<file path="src/rtl/wishbone_rr_arbiter.sv">
// wishbone_rr_arbiter
// N-manager Wishbone classic arbiter. One manager owns the downstream bus
// from grant until it drops CYC. Ownership is chosen by round-robin or by
// fixed priority. A one-cycle RELEASE gap separates consecutive owners.
// Optional feature: define WB_ARB_TIMEOUT_EN to add an ack watchdog. The
// watchdog returns 32'hDEAD_BEEF with an ACK after TIMEOUT_CYCLES stalled cycles.

module wishbone_rr_arbiter #(
  parameter int NUM_MANAGERS   = 2,
  parameter int PRIORITY_MODE  = 0,
  parameter int TIMEOUT_CYCLES = 255
) (
  input  logic                        CLK,
  input  logic                        nRST,
  input  logic [32*NUM_MANAGERS-1:0]  A_ADR_I,
  input  logic [32*NUM_MANAGERS-1:0]  A_DAT_I,
  input  logic [4*NUM_MANAGERS-1:0]   A_SEL_I,
  input  logic [NUM_MANAGERS-1:0]     A_WE_I,
  input  logic [NUM_MANAGERS-1:0]     A_STB_I,
  input  logic [NUM_MANAGERS-1:0]     A_CYC_I,
  output logic [32*NUM_MANAGERS-1:0]  A_DAT_O,
  output logic [NUM_MANAGERS-1:0]     A_ACK_O,
  input  logic [31:0]                 DAT_I,
  input  logic                        ACK_I,
  output logic [31:0]                 ADR_O,
  output logic [31:0]                 DAT_O,
  output logic [3:0]                  SEL_O,
  output logic                        WE_O,
  output logic                        STB_O,
  output logic                        CYC_O,
  output logic [NUM_MANAGERS-1:0]     GNT_O
);

  localparam int IDW = (NUM_MANAGERS > 1) ? $clog2(NUM_MANAGERS) : 1;

  // Elaboration-time guard on parameter ranges.
  if (NUM_MANAGERS < 1 || NUM_MANAGERS > 16) begin : g_bad_num_managers
    $error("wishbone_rr_arbiter: NUM_MANAGERS must be 1..16");
  end
  if (TIMEOUT_CYCLES < 1 || TIMEOUT_CYCLES > 65535) begin : g_bad_timeout
    $error("wishbone_rr_arbiter: TIMEOUT_CYCLES must be 1..65535");
  end

  typedef enum logic [1:0] {
    S_IDLE    = 2'd0,
    S_GRANT   = 2'd1,
    S_RELEASE = 2'd2
  } state_t;

  state_t         r_state;
  state_t         w_state_nxt;
  logic [IDW-1:0] r_gnt_idx;
  logic [IDW-1:0] r_last_grant;
  logic [IDW-1:0] w_winner;
  logic [IDW-1:0] w_cand;
  logic           w_found;
  logic           w_in_grant;
  logic           w_owner_cyc;
  logic           w_timeout;

  assign w_in_grant  = (r_state == S_GRANT);
  assign w_owner_cyc = A_CYC_I[r_gnt_idx];

  // Pick the next owner from the current requests (used in IDLE only).
  // NOTE: every variable assigned in this block gets a default first. A path
  // that skips an assignment would otherwise infer a latch.
  always_comb begin
    w_winner = '0;
    w_cand   = '0;
    w_found  = 1'b0;
    if (PRIORITY_MODE != 0) begin
      for (int i = NUM_MANAGERS - 1; i >= 0; i--) begin
        if (A_CYC_I[i]) w_winner = IDW'(i);
      end
    end else begin
      for (int k = 1; k <= NUM_MANAGERS; k++) begin
        w_cand = IDW'((int'(r_last_grant) + k) % NUM_MANAGERS);
        if (!w_found && A_CYC_I[w_cand]) begin
          w_winner = w_cand;
          w_found  = 1'b1;
        end
      end
    end
  end

  // Next-state logic. Ownership ends only when the owner drops CYC.
  always_comb begin
    w_state_nxt = r_state;
    case (r_state)
      S_IDLE:    if (|A_CYC_I)     w_state_nxt = S_GRANT;
      S_GRANT:   if (!w_owner_cyc) w_state_nxt = S_RELEASE;
      S_RELEASE:                   w_state_nxt = S_IDLE;
      default:                     w_state_nxt = S_IDLE;
    endcase
  end

  // State, current owner and round-robin history registers.
  // NOTE: clocked state uses non-blocking assignments. All registers then
  // update together from pre-edge values, and simulation matches hardware.
  always_ff @(posedge CLK or negedge nRST) begin
    if (!nRST) begin
      r_state      <= S_IDLE;
      r_gnt_idx    <= '0;
      r_last_grant <= IDW'(NUM_MANAGERS - 1);
    end else begin
      r_state <= w_state_nxt;
      if (r_state == S_IDLE && (|A_CYC_I)) r_gnt_idx <= w_winner;
      if (w_in_grant && !w_owner_cyc)     r_last_grant <= r_gnt_idx;
    end
  end

`ifdef WB_ARB_TIMEOUT_EN
  logic [15:0] r_to_cnt;
  logic        w_stall;

  assign w_stall   = w_in_grant && A_STB_I[r_gnt_idx] && !ACK_I;
  assign w_timeout = w_stall && (r_to_cnt == 16'(TIMEOUT_CYCLES - 1));

  // Watchdog: counts stalled strobe cycles of the current owner.
  always_ff @(posedge CLK or negedge nRST) begin
    if (!nRST) begin
      r_to_cnt <= '0;
    end else if (!w_in_grant || ACK_I || w_timeout) begin
      r_to_cnt <= '0;
    end else if (w_stall) begin
      r_to_cnt <= r_to_cnt + 16'd1;
    end
  end
`else
  assign w_timeout = 1'b0;
`endif

  // Request mux toward the decoder and response routing back to the owner only.
  always_comb begin
    GNT_O   = '0;
    A_ACK_O = '0;
    A_DAT_O = '0;
    ADR_O   = '0;
    DAT_O   = '0;
    SEL_O   = '0;
    WE_O    = 1'b0;
    STB_O   = 1'b0;
    CYC_O   = 1'b0;
    if (w_in_grant) begin
      GNT_O[r_gnt_idx]                = 1'b1;
      ADR_O                           = A_ADR_I[32*r_gnt_idx +: 32];
      DAT_O                           = A_DAT_I[32*r_gnt_idx +: 32];
      SEL_O                           = A_SEL_I[4*r_gnt_idx +: 4];
      WE_O                            = A_WE_I[r_gnt_idx];
      STB_O                           = A_STB_I[r_gnt_idx];
      CYC_O                           = A_CYC_I[r_gnt_idx];
      A_ACK_O[r_gnt_idx]              = ACK_I;
      A_DAT_O[32*r_gnt_idx +: 32]     = DAT_I;
      if (w_timeout) begin
        // Error termination: fake ACK with a marker word and a dropped strobe.
        A_ACK_O[r_gnt_idx]            = 1'b1;
        A_DAT_O[32*r_gnt_idx +: 32]   = 32'hDEAD_BEEF;
        STB_O                         = 1'b0;
        CYC_O                         = 1'b0;
      end
    end
  end

endmodule

</file>
<file path="config.mk">
export PLATFORM = sky130hd
export DESIGN_NAME = wishbone_rr_arbiter
export DESIGN_NICKNAME = d
export VERILOG_FILES = /design/src/rtl/wishbone_rr_arbiter.sv
export SDC_FILE = /design/constraint.sdc
export NUM_CORES = 1
export LEC_CHECK = 0
export ABC_AREA = 1
export BUFFER_PORTS_ARGS = -buffer_cell sky130_fd_sc_hd__clkbuf_2
export CORE_AREA = 3 3 121 123
export CTS_CLUSTER_SIZE = 8
export DETAILED_ROUTE_END_ITERATION = 12
export DIE_AREA = 0 0 124 126
export GPL_ROUTABILITY_DRIVEN = 0
export PLACE_DENSITY = 0.52
export SLEW_MARGIN = 20
export SYNTH_ARGS = -nofsm -noshare
export SYNTH_HDL_FRONTEND = slang
export SYNTH_SLANG_ARGS = --single-unit
</file>
<file path="constraint.sdc">
create_clock -name CLK -period 1.25 [get_ports CLK]
set_input_delay 0.0625 -clock CLK [delete_from_list [all_inputs] [get_ports CLK]]
set_output_delay 0.0625 -clock CLK [all_outputs]
set_load 0.05 [all_outputs]
</file>
==> reports/summary.txt <==
====================================================================================================
Post-detail-place hpwl                                                                       8990 um
Number of max-slew violations in the final report                                                  0
Worst-case clock skew                                                                    0.000425 ns
Final worst path period share                                                                   131%
Post-synthesis cell type with the largest combined area                                 sky130_fd_sc_hd__nand2_1
Setup violators final                                                                            139
Vias in the first global route                                                                  3548
Data arrival at the endpoint of the critical path                                            1.58 ns
Failing checks                                                                          negative setup slack
Start-to-end type of the worst setup path                                               flip-flop to output pin
Worst slew margin relative to its limit                                                        84.4%
Layout cells sized above 1                                                                     81.5%
Filler cell count                                                                               1265
Switching power total                                                                        11.6 mW
Nets in the synthesized netlist                                                                  538
Clock latency on the worst-skew pair                                                         0.22 ns
Critical path startpoint category                                                          flip-flop
Fraction of registers with async set/reset                                                      100%
Busiest layer in global routing                                                                 met2
Maximum ir drop on the vdd rail                                                              1.62 mV
Setup_tns                                                                                  -46.52 ns
#FFs+latches synth                                                                                 4
H-tree levels                                                                                      1
Dominant register cell in the synthesized netlist                                       sky130_fd_sc_hd__dfrtp_1
Global-route wire length before repair                                                      17600 um
Largest fanout on the critical path                                                                6
Number of cells in the design after placement                                                    860
Total global routing overflow                                                                      0
Met1 Usage GRT                                                                                 15.9%
Non-Filler Cell Area, Final                                                                 7110 um2
Initial antenna violation count                                                                    0
RSZ-0062 raised after global routing                                                            true
Largest net degree at the start of global routing                                                 30
Reported max-cap violation count                                                                   0
Area delta synth->final                                                                         380%
EDFF count, synth                                                                                  0
Vertical die dimension                                                                        126 um
Yosys synthesis warning count                                                                      0
Die Area                                                                                   15600 um2
Number of iterations in the first detailed-routing pass                                            4
GRT Total Usage                                                                                14.0%
Final core occ                                                                                 51.7%
Number of nets with antenna violations after routing                                               0
Fmax achieved                                                                                611 MHz
Setup ws final                                                                             -0.388 ns
Combined area of all synthesized cells                                                      1480 um2
Placement row count                                                                               43
Pwr/cell area                                                                            3000 nW/um2
HP Class                                                                                input pin to flip-flop
Synth top area cells                                                                    sky130_fd_sc_hd__nand2_1 (56%), sky130_fd_sc_hd__nor2_1 (17%), sky130_fd_sc_hd__inv_1 (9.6%), sky130_fd_sc_hd__buf_2 (5.4%), sky130_fd_sc_hd__dfrtp_1 (5.1%)
DIE WIDTH                                                                                     124 um
Port buffer count                                                                                315
Dominant cell by count in the synthesized netlist                                       sky130_fd_sc_hd__nand2_1
Critical Path RT                                                                             1.19 ns
Clock group share of total power                                                                2.4%
Post-synth top area share                                                                      56.2%
Slew at the pin closest to its max-slew limit                                               0.234 ns
Synth Area per Inst                                                                         4.11 um2
Combinational Power Share                                                                      96.4%
Initial Util                                                                                   10.8%
Met3 track utilization from global routing                                                     1.84%
Minimum period implied by the final worst setup slack                                        1.64 ns
Via Count                                                                                       3426
Register-to-register setup slack                                                             0.04 ns
Final Net Count                                                                                  885
Number of placed I/O pins                                                                        316
Placeable Area                                                                             13800 um2
Number of different library cells in the post-synthesis netlist                                   12
Result of the run                                                                       finished with violations
Number of violations reported at the end of detailed-routing iteration 0                          78
Origin of the worst setup path                                                            r_state[1]
Synth cell count leaders                                                                sky130_fd_sc_hd__nand2_1 (222), sky130_fd_sc_hd__nor2_1 (68), sky130_fd_sc_hd__inv_1 (38)
Source of the worst register-to-register timing path                                      r_state[1]
Final non-filler cell total                                                                      887
Synthesized instance count                                                                       361
Overall routed net length                                                                   13000 um
Sinks on the clock net                                                                             4
Clock-pin slew reported for the worst setup and hold paths after clock tree synthesis        0.03 ns
GR met2 Demand/Resource                                                                        27.7%
Antenna Diode Count                                                                                0
Internal power of the cells                                                                  9.71 mW
Placed cell area                                                                            5360 um2
Clock buffers created by TritonCTS                                                                 3
Footprint of the multi-input gates                                                          2400 um2
Routed wirelength normalized by instance count                                               14.7 um
Crit. End Element                                                                         output pin
Clock root buffer master                                                                sky130_fd_sc_hd__clkbuf_16
Share of total power in sequential cells                                                        1.2%
TritonCTS clock tree                                                                           built
Average vias per placed instance                                                                3.86
Number of buffers on the longest clock path                                                        2
Hold Vio Cnt, Final                                                                                0
Final worst hold slack                                                                      0.141 ns
Net switching fraction of the power                                                            54.5%
Standby leakage power                                                                        3.52 nW
Number of remaining DRC errors                                                                     0
Sequential cell area fraction in the yosys report                                              6.84%
Footprint of the flip-flops and latches                                                      101 um2
Startpoint of the lowest-slack hold path                                                  A_CYC_I[1]
====================================================================================================
-- cell usage in the layout (no fill, tap or decap), types with 2 or more instances in the layout --
master                      synthesis  final
sky130_fd_sc_hd__nand2_2            0     51
sky130_fd_sc_hd__inv_2              3      3
sky130_fd_sc_hd__nor2_4             2     69
sky130_fd_sc_hd__clkbuf_2           0    176
sky130_fd_sc_hd__buf_16             0      7
sky130_fd_sc_hd__buf_6              0      9
sky130_fd_sc_hd__nand2_1          222     86
sky130_fd_sc_hd__nand3_1            2      2
sky130_fd_sc_hd__clkbuf_16          0     16
sky130_fd_sc_hd__clkbuf_8           0      3
sky130_fd_sc_hd__buf_4              0      8
sky130_fd_sc_hd__inv_1             38     36
sky130_fd_sc_hd__buf_12             0     70
sky130_fd_sc_hd__buf_8              0     75
sky130_fd_sc_hd__nand2_4            0     85
sky130_fd_sc_hd__dfrtp_1            3      3
-- area by class of cell --
class                   count  area share, %
clock buffers               4           1.11
inverters                  41           2.37
multi-input cells         296           33.7
flip-flops and latches      4           1.42
well taps                 180           3.17
repair buffers            362           58.2
-- repair_timing --
item                                    in CTS  in global routing
endpoints found under the setup margin     139                139
hold buffers                                 1                  0
hold endpoints to repair                     4                  0
resized for setup                          211                152
buffers inserted                             5                  5
pin swaps                                    6                 12
cloned                                       5                  8
-- power by group through the flow --
stage	Combinational [mW]	Clock [mW]	Sequential (mW)
after CTS	18.7	0.525	0.251
after detailed placement	15.9	0	0.252
after global routing	21.4	0.536	0.267
after floorplan	10.2	0	0.250
after global placement	15.9	0	0.249
final	20.6	0.516	0.261
-- worst max-delay path, stage by stage (launching register included) --
cell and delay (ns):
sky130_fd_sc_hd__dfrtp_1 0.38, sky130_fd_sc_hd__inv_2 0.07, sky130_fd_sc_hd__nand2_4 0.06, sky130_fd_sc_hd__nor2_4 0.18, sky130_fd_sc_hd__buf_12 0.14, sky130_fd_sc_hd__buf_4 0.13, sky130_fd_sc_hd__buf_4 0.11, sky130_fd_sc_hd__nand2_1 0.08
sky130_fd_sc_hd__nand2_4 0.07, sky130_fd_sc_hd__buf_12 0.13
-- cells by family (layout without fill, tap and decap cells) --
family	count (synthesis)	count (layout)	share of synthesized area (%)
buffers and inverters	61	407	16.8
AND/OR/NAND/NOR	295	295	76.0
AO/OA/AOI/OAI	1	1	0.337
flip-flops	4	4	6.84
-- state kept, by name, indices dropped and copies added (netlist names) --
name          flops
r_gnt_idx         1
r_state           2
r_last_grant      1
-- metrics by stage --
stage	total power, mW	setup slack (ns)
after CTS	19.5	-0.404
after floorplan	10.4	-0.0876
after detailed placement	16.2	-0.277
final	21.3	-0.388
after global routing	22.2	-0.468
after global placement	16.1	-0.257
-- path summary, 6_finish.rpt --
check,to,cells after the start
worst max-delay path,ADR_O[7],9
worst min-delay path,r_last_grant,4
worst max register to register,r_last_grant,7
worst min register to register,r_last_grant,2
max in group asynchronous,r_last_grant,2
min in group asynchronous,r_state[1],2
-- layer usage --
layer	routed length [um]	vias to the layer above
met2	7210	156
met4	55	0
met3	927	4
met5	0	-
met1	4800	1540
li1	-	1726
Power figures use the tool's default switching activity.
